File: config.mk
export PLATFORM = sky130hd
export DESIGN_NAME = sm_dividend_rebuild
export DESIGN_NICKNAME = d
export VERILOG_FILES = /design/src/rtl/sm_calc_pkg.sv /design/src/rtl/sm_operand_check.sv /design/src/rtl/sm_dividend_rebuild.sv
export SDC_FILE = /design/constraint.sdc
export NUM_CORES = 1
export LEC_CHECK = 0
export CORE_MARGIN = 1
export CORE_UTILIZATION = 54
export DETAILED_ROUTE_END_ITERATION = 6
export GPL_TIMING_DRIVEN = 0
export PLACE_DENSITY = 0.82
export SLEW_MARGIN = 20
export SYNTH_ARGS = -nofsm -noshare
export SYNTH_HDL_FRONTEND = slang
export SYNTH_HIERARCHICAL = 1
export SYNTH_SLANG_ARGS = --single-unit
File: constraint.sdc
create_clock -name clk -period 4.5 [get_ports clk]
set_input_delay 1.35 -clock clk [delete_from_list [all_inputs] [get_ports clk]]
set_output_delay 1.35 -clock clk [all_outputs]
set_load 0.02 [all_outputs]
File: src/rtl/sm_calc_pkg.sv
// sm_calc_pkg: shared widths, signed-magnitude field indices and FSM states for the calculator blocks
package sm_calc_pkg;
    localparam int MAG_W  = 2;
    localparam int RES_W  = 4;
    localparam int Q_SIGN = MAG_W;
    localparam int R_SIGN = RES_W;
    typedef enum logic [2:0] {
        IDLE = 3'd0,
        MUL0 = 3'd1,
        MUL1 = 3'd2,
        ADD  = 3'd3,
        DONE = 3'd4
    } state_t;
endpackage

File: src/rtl/sm_operand_check.sv
// sm_operand_check: flags (quotient, denominator, remainder) triples no truncating division can produce
// quotient/denominator: SM, sign at MSB; remainder: SM, sign at MSB; bad: triple rejected
module sm_operand_check
    import sm_calc_pkg::*;
(
    input  logic [MAG_W:0] quotient,
    input  logic [MAG_W:0] denominator,
    input  logic [RES_W:0] remainder,
    output logic           bad
);
    logic [MAG_W-1:0] d_mag;
    logic             sign_clash;
    always_comb begin
        d_mag      = denominator[MAG_W-1:0];
        // a zero quotient carries no sign information, so only nonzero quotients are sign-checked
        sign_clash = (quotient[MAG_W-1:0] != '0) &&
                     (quotient[Q_SIGN] != (remainder[R_SIGN] ^ denominator[Q_SIGN]));
        bad        = (d_mag == '0) || (remainder[RES_W-1:MAG_W] != '0) ||
                     (remainder[MAG_W-1:0] >= d_mag) || sign_clash;
    end
endmodule

File: src/rtl/sm_dividend_rebuild.sv
// sm_dividend_rebuild: rebuilds numerator = quotient*denominator + remainder by sequential shift-add
// in: clk, rst_n, start, quotient[2:0], denominator[2:0], remainder[4:0] (all SM, sign at MSB)
// out: busy, done (1-cycle pulse), numerator[4:0] (SM), invalid, zero
module sm_dividend_rebuild
    import sm_calc_pkg::*;
(
    input  logic           clk,
    input  logic           rst_n,
    input  logic           start,
    input  logic [MAG_W:0] quotient,
    input  logic [MAG_W:0] denominator,
    input  logic [RES_W:0] remainder,
    output logic           busy,
    output logic           done,
    output logic [RES_W:0] numerator,
    output logic           invalid,
    output logic           zero
);
    state_t           state;
    logic             bad;
    logic [MAG_W-1:0] q_mag;
    logic [MAG_W-1:0] d_mag;
    logic             r_sign;
    logic [RES_W-1:0] r_mag;
    logic [RES_W-1:0] acc;
    logic [RES_W-1:0] sum;

    sm_operand_check u_check (
        .quotient    (quotient),
        .denominator (denominator),
        .remainder   (remainder),
        .bad         (bad)
    );

    always_comb begin
        busy = state != IDLE;
        done = state == DONE;
        sum  = acc + r_mag;
    end

    always_ff @(posedge clk or negedge rst_n) begin
        if (!rst_n) begin
            state     <= IDLE;
            q_mag     <= '0;
            d_mag     <= '0;
            r_sign    <= 1'b0;
            r_mag     <= '0;
            acc       <= '0;
            numerator <= '0;
            invalid   <= 1'b0;
            zero      <= 1'b0;
        end else begin
            case (state)
                IDLE: if (start) begin
                    q_mag  <= quotient[MAG_W-1:0];
                    d_mag  <= denominator[MAG_W-1:0];
                    r_sign <= remainder[R_SIGN];
                    r_mag  <= remainder[RES_W-1:0];
                    // rejected triples skip the arithmetic and report straight away
                    if (bad) begin
                        numerator <= '0;
                        invalid   <= 1'b1;
                        zero      <= 1'b0;
                        state     <= DONE;
                    end else begin
                        state <= MUL0;
                    end
                end
                MUL0: begin
                    acc   <= q_mag[0] ? RES_W'(d_mag) : '0;
                    state <= MUL1;
                end
                MUL1: begin
                    acc   <= acc + (q_mag[1] ? RES_W'({d_mag, 1'b0}) : '0);
                    state <= ADD;
                end
                ADD: begin
                    // sign follows the remainder, but a zero magnitude is always reported as +0
                    numerator <= {r_sign && (sum != '0), sum};
                    invalid   <= 1'b0;
                    zero      <= sum == '0;
                    state     <= DONE;
                end
                default: state <= IDLE;
            endcase
        end
    end
endmodule

==> summary.md, run 1 <==
| Metric | Value |
|---|---|
| Worst vdd ir | between 400 and 500 µV |
| Worst endpoint data arrival time | between 2 and 2.5 ns |
| Skew final | approximately 0.0034 ns |
| IO Port Bufs | 22 |
| Main combinational cell family by area after synthesis | compound AO/OA/AOI/OAI gates |
| Pleak | around 0.66 nW |
| Drt initial violations | 23 |
| Layout area overhead | 22.69% |
| Top cell family by delay on the critical path | buffers and inverters |
| Sw Pwr | 0.0003808 W |
| Fillers | roughly 160 |
| Max-cap violation count | 0 |
| Post-synth EDFFs | 0 |
| Per-cell routed wire length | approximately 15 µm |
| First-pass GRT wire length | between 4 and 5 mm |
| Beginning of the critical path | state[2] |
| Hold Path Class | register to register |
| Vias in the first global route | about 1000 |
| Clock Power Share | 0.107 |
| Least-Margin Pin Slew | between 0.5 and 0.6 ns |
| I/O pins | 23 |
| Initial antenna violation count | 0 |
| Synthesized-area fraction occupied by adder cells | 0.09446 |
| Unrepaired setup endpoints after global routing | no |
| Share of cells above drive strength 1 | 0.1286 |
| Final nets | 163 |
| Setup bufs post-CTS | 0 |
| DP Area | about 0.0015 mm² |
| Hold buffers post-CTS | 0 |
| Worst endpoint required time | 3.15 ns |
| Hold Fails Final Rpt | 0 |
| Antenna Nets Post-Route | 0 |
| Synthesized cell area | approximately 0.0012 mm² |
| Post-synthesis compound-gate area fraction | 0.1550 |
| Critical Path Sink Type | primary output |
| Status | finished, final reports clean |
| Die area | between 0.002 and 0.0025 mm² |
| CORE AREA | 0.002042 mm² |
| Post-Syn Area per Cell | 10.69 µm² |
| Final Instance Area | 0.001495 mm² |
| Setup total negative slack | 0 ns |
| Yosys cell types | 32 |
| Seq/Total Area, Yosys | 0.4723 |
| Hold path start | numerator[3] |
| Slew Limit Fails | 0 |
| CP Cell Sequence | clkbuf_1 > nor3b_1 > clkdlybuf4s50_1 |
| Initial Utilization | 0.5968 |
| CTS tree | built |
| Via density | 5.707 |
| Crit path buf inv count | 2 |
| Int Pwr | around 0.00055 W |
| Slew headroom | 0.6597 |
| Reg clk slew, reported paths | 0.13 ns |
| Hpwl dp | around 1.9 mm |
| Diode count | 0 |
| Detailed Route WL | approximately 2.5 mm |
| DRC | 0 |
| Clk Tree Root Cell | clkbuf_4 |
| Total GRT Usage | 0.2444 |
| Fraction of registers with async set/reset | 1.000 |
| Clock sink total | 23 |
| Clk Latency, worst-skew pair | 0.32 ns |
| Chip Width | just under 50 µm |
| CP max FO | 10 |
| Syn. warnings | 6 |
| R2R Path Start | d_mag[0] |
| Most frequent cells in the layout | dfrtp_1, clkdlybuf4s50_1, inv_1 |
| Gate Count Post-Synth | 114 |
| Flop pwr share | 0.384 |
| Synth Area in XOR/XNOR | 0.03593 |
| Simple-Gate Fraction of Synth Area | 0.1201 |
| Critical Path Start Type | register |
| Mux cell area share after synthesis | 0.07392 |
| Maximum number of pins on one net before global-route repair | 24 |
| Leading cell type in the layout, fill and taps excluded | dfrtp_1 |
| Die Y | 49.51 µm |
| Comb power frac | 0.510 |
| Total chip power | roughly 0.00093 W |
| CP peak stage delay | 0.63 ns |
| Post_cts resized | 0 |
| Fmax | between 200 and 300 MHz |
| Clk buf depth | 2 |
| H-tree depth | 1 |
| Ys flop type | dfrtp_1 |
| Gr ovfl total | 0 |
| Sw frac | 0.4078 |
| Final setup viols | 0 |
| Final Cycle Share | 0.7539 |
| Global placer's final weighted congestion | 0.8842 |
| CTS Buf Count | 3 |
| Synth Register Bits | 23 |
| Critical path type | register to primary output |
| Slowest stage cell, crit path | clkdlybuf4s50_1 |
| FP Rows | 16 |
| Via count | 953 |
| Syn Nets | 136 |
| PD cells | 624.5 mW/mm² |
| Final Critical Period | ~3.4 ns |
| Pre-Repair DR Iteration Count | 4 |
## path summary, 6_finish.rpt
kind	cells past startpoint	slack (ns)	endpoint
worst min register to register	2	0.50	numerator[3]
min in group asynchronous	1	0.97	state[1]
worst max-delay path	3	1.11	done
worst max register to register	7	2.83	acc[2]
worst min-delay path	2	0.50	numerator[3]
max in group asynchronous	1	3.18	q_mag[0]
## power by group through the flow
| stage | clock [W] | sequential (W) | combinational, W |
|---|---|---|---|
| after floorplan | 0 | 0.000360 | 0.000321 |
| after global placement | 0 | 0.000354 | 0.000457 |
| after detailed placement | 0 | 0.000361 | 0.000476 |
| after CTS | 0.0000987 | 0.000357 | 0.000480 |
| after global routing | 0.000108 | 0.000370 | 0.000529 |
| final | 0.0000996 | 0.000358 | 0.000476 |
## metrics by stage
stage               setup WS, ns  std cells  utilization  hold WS [ns]
floorplan                  1.912        114            -        0.4774
global placement           1.238        163       0.7212        0.4634
detailed placement         1.183        163       0.7212        0.4802
CTS                        1.127        167       0.7347        0.5085
global route              0.9182        167       0.7322        0.5310
finish                     1.107        167       0.7322        0.5048
## cell usage after synthesis, types with 2 or more instances
master,instances,share of area
a21oi_1,9,0.037
dfrtp_1,23,0.47
nand2_1,8,0.025
xnor2_1,4,0.029
fa_1,2,0.033
a22o_1,2,0.014
nor3b_1,3,0.018
o21ai_0,10,0.041
a21o_1,2,0.012
inv_1,12,0.037
nor2_1,4,0.012
ha_1,6,0.062
buf_2,2,0.0082
mux2_2,8,0.074
nor4_1,2,0.010
## sequential cells by signal, indices dropped and copies added (netlist names)
name / count
acc: 4
d_mag: 2
invalid: 1
numerator: 5
q_mag: 2
r_mag: 4
r_sign: 1
state: 3
zero: 1
## cell families after synthesis
family | after synthesis
adders and majority gates | 8
buffers and inverters | 15
xor gates and xnor gates | 5
muxes | 8
AOI/OAI and AO/OA | 31
and+or+nand+nor | 24
DFF | 23
## cell type report
cell class,count,area [µm²],area share
Clock buffer,3,22.52,0.01506
Sequential cell,23,575.6,0.3849
Buffer,3,13.76,0.009205
Tap cell,27,33.78,0.02259
Multi-Input combinational cell,76,584.3,0.3908
Clock inverter,1,5.005,0.003347
Timing Repair Buffer,22,215.2,0.1439
Inverter,12,45.04,0.03013
## metal layers
| layer | track usage | wire, µm |
|---|---|---|
| met5 | 0 | 0 |
| met4 | 0.1286 | 57 |
| met3 | 0.04630 | 104 |
| met2 | 0.4178 | 1263 |
| met1 | 0.2907 | 1064 |
## worst reg2reg max path, delay by kind of cell (launching register included)
family | cells | cell delay (ns)
flip-flops | 1 | 0.42
AO/OA/AOI/OAI | 2 | 0.20
AND/OR/NAND/NOR | 2 | 0.31
adder cells (fa/ha/maj) | 2 | 0.60
buffers and inverters | 1 | 0.07
Note: power is estimated with default switching activity, not from simulation.
==> run 2, diff against run 1 <==
--- a/config.mk
+++ b/config.mk
@@ -6,10 +6,10 @@
 export NUM_CORES = 1
 export LEC_CHECK = 0
 export CORE_MARGIN = 1
-export CORE_UTILIZATION = 54
+export CORE_UTILIZATION = 46
 export DETAILED_ROUTE_END_ITERATION = 6
 export GPL_TIMING_DRIVEN = 0
-export PLACE_DENSITY = 0.82
+export PLACE_DENSITY = 0.75
 export SLEW_MARGIN = 20
 export SYNTH_ARGS = -nofsm -noshare
 export SYNTH_HDL_FRONTEND = slang
==> constraint.sdc (replaced) <==
create_clock -name clk -period 2.9 [get_ports clk]
set_input_delay 0.87 -clock clk [delete_from_list [all_inputs] [get_ports clk]]
set_output_delay 0.87 -clock clk [all_outputs]
set_load 0.02 [all_outputs]
==> run 2 against run 1 <==
- via count fell by 2.4%
- wire length grew 0.52%
- power rose by 56%
- die area up 17%
- utilization decreased by 13 points
- non-clock buffer count stayed put
- sequential share of layout area fell by 0.097 points
- final cell count grew 1.8%
- global-route usage decreased by 3.8 points
- flip-flop and latch count is the same
- critical path type unchanged
==> summary.md, run 2 (synthesis results as in run 1) <==
| Metric | Value |
|---|---|
| CORE AREA | 0.002500 mm² (+22%) |
| Share of cells above drive strength 1 | 0.1286 (unchanged) |
| Initial antenna violation count | 0 (unchanged) |
| Final nets | 163 (unchanged) |
| Hold Path Class | input pin to asynchronous set/reset pin |
| CTS tree | built |
| Fmax | 364.3 MHz |
| Final setup viols | 0 (unchanged) |
| Final Critical Period | 2.745 ns |
| Per-cell routed wire length | 14.72 µm (-1.3%) |
| Layout area overhead | 23.00% |
| Maximum number of pins on one net before global-route repair | 24 (unchanged) |
| Regs by FF count | numerator x5, acc x4, r_mag x4 |
| Max-cap violation count | 0 (unchanged) |
| Vias in the first global route | 917 (-11%) |
| Post_cts resized | 0 (unchanged) |
| I/O pins | 23 (unchanged) |
| Slew Limit Fails | 0 (unchanged) |
| Least-Margin Pin Slew | 0.5049 ns (-0.005523 ns) |
| Unrepaired setup endpoints after global routing | no |
| CP max FO | 10 (unchanged) |
| Leading cell type in the layout, fill and taps excluded | dfrtp_1 |
| Worst setup margin | 0.1549 ns (-0.9526 ns) |
| IO Port Bufs | 22 (unchanged) |
| Initial Utilization | 0.4875 (-0.1093) |
| H-tree depth | 1 (unchanged) |
| Hold buffers post-CTS | 0 (unchanged) |
| First-pass GRT wire length | 4.050 mm (-8.6%) |
| Setup WS pre-CTS | 0.01834 ns (-1.165 ns) |
| Met2 wire length | 1.267 mm (+0.32%) |
| Total GRT Usage | 0.2060 (-0.03840) |
| Via count | 930 (-2.4%) |
| Drt initial violations | 8 (-65%) |
| Skew final | 0.009547 ns (+0.006156 ns) |
| Final Cycle Share | 0.9466 |
| Critical Path Sink Type | primary output |
| Clk Tree Root Cell | clkbuf_4 |
| Detailed Route WL | 2.503 mm (+0.52%) |
| Via density | 5.471 (-4.1%) |
| DRC | 0 (unchanged) |
| Beginning of the critical path | state[2] |
| Wl on met1 | 1.096 mm (+3.0%) |
| Clk Latency, worst-skew pair | 0.33 ns (about the same) |
| Top sig layer | met4 |
| Global placer's final weighted congestion | 0.8277 (-6.4%) |
| Reg2Reg Setup Slack | 1.22 ns (-1.61 ns) |
| Slew headroom | 0.6634 (+0.003682) |
| Clock sink total | 23 (unchanged) |
| Diode count | 0 (unchanged) |
| Worst endpoint required time | 2.03 ns (-1.12 ns) |
| Chip Width | 53.47 µm (+8.0%) |
| PD cells | 973.2 mW/mm² (+56%) |
| CP peak stage delay | 0.63 ns (about the same) |
| Die Y | 53.47 µm (+8.0%) |
| Worst vdd ir | 498.6 µV (+21%) |
| Gr ovfl total | 0 (unchanged) |
| Pleak | 0.6635 nW (about the same) |
| Antenna Nets Post-Route | 0 (unchanged) |
| Setup total negative slack | 0 ns (unchanged) |
| FP Rows | 18 (+2) |
| R2R Path Start | r_mag[0] |
| Critical path type | register to primary output |
| Slowest stage cell, crit path | clkdlybuf4s50_1 |
| Post-Route Utilization | 0.5996 (-0.1326) |
| Die area | 0.002859 mm² (+17%) |
| CTS Buf Count | 3 (unchanged) |
| Reg2reg end | zero |
| Most frequent cells in the layout | dfrtp_1, clkdlybuf4s50_1, inv_1 |
| Max FFs per register | 5 (unchanged) |
| Worst endpoint data arrival time | 1.88 ns (-0.16 ns) |
| Hpwl dp | 1.937 mm (+0.90%) |
| Status | finished, final reports clean |
| Hold Fails Final Rpt | 0 (unchanged) |
| Pre-Repair DR Iteration Count | 4 (unchanged) |
| Setup bufs post-CTS | 0 (unchanged) |
| Metal3 WL | 68 µm (-35%) |
| Top reg by flops | numerator |
| CP Cell Sequence | clkbuf_2 > nor3b_1 > clkdlybuf4s50_1 |
| Fillers | 213 (+31%) |
| Clk buf depth | 2 (unchanged) |
| Critical Path Start Type | register |
| Reg clk slew, reported paths | 0.13 ns (about the same) |
| Worst r2r path cells | 6 (-1) |
## run 2: changes by cell type in the layout (fill, tap and decap cells not counted), sizes merged
cell / delta
clkinv: -1
clkbuf: +1
## run 2: worst max path at each step
| stage | slack [ns] | end |
|---|---|---|
| 2_1_floorplan | 0.79 | invalid |
| 3_3_place_gp | 0.11 | invalid |
| 3_5_place_dp | 0.02 | invalid |
| 4_1_cts | 0.004 | done |
| 5_1_grt | 0.05 | done |
| 6_report | 0.15 | done |
## run 2: power by group
group	internal (W)	switching [W]
logic	0.000358	0.000390
registers	0.000449	0.000106
clock network	0.0000540	0.000102
## run 2: critical path, delay by kind of cell (launching register included)
kind,cells,cell delay [ns]
and+or+nand+nor,1,0.20
buffers and inverters,2,0.88
DFF,1,0.47
## run 2: final cells by class
cell class	count	area (µm²)	share of cell area
Inverter	12	45.04	0.03005
Multi-Input combinational cell	76	584.3	0.3898
Tap cell	30	37.54	0.02504
Timing Repair Buffer	22	215.2	0.1436
Sequential cell	23	575.6	0.3840
Clock buffer	4	26.28	0.01753
Buffer	3	15.01	0.01002
## run 2: per-stage QoR
step / instances / hold slack [ns] / area (µm²) / total power, W
6_report: 170 / 0.4834 / 1499 / 0.001459
5_1_grt: 170 / 0.5263 / 1499 / 0.001570
4_1_cts: 170 / 0.5142 / 1503 / 0.001459
3_5_place_dp: 166 / 0.4860 / 1476 / 0.001309
3_3_place_gp: 166 / 0.4665 / 1476 / 0.001260
2_1_floorplan: 114 / 0.4774 / 1219 / 0.001057
## run 2: routing by layer
| metal | GRT usage | vias to the layer above |
|---|---|---|
| li1 | - | 450 |
| met5 | 0 | - |
| met4 | 0.1140 | 0 |
| met1 | 0.2482 | 453 |
| met3 | 0.02874 | 7 |
| met2 | 0.3479 | 20 |
==> run 3, diff against run 2 <==
--- a/config.mk
+++ b/config.mk
@@ -5,7 +5,6 @@
 export SDC_FILE = /design/constraint.sdc
 export NUM_CORES = 1
 export LEC_CHECK = 0
-export CORE_MARGIN = 1
 export CORE_UTILIZATION = 46
 export DETAILED_ROUTE_END_ITERATION = 6
 export GPL_TIMING_DRIVEN = 0
==> results of run 3 <==
Same layout as run 2: the final DEF is identical, and so are final timing and power.
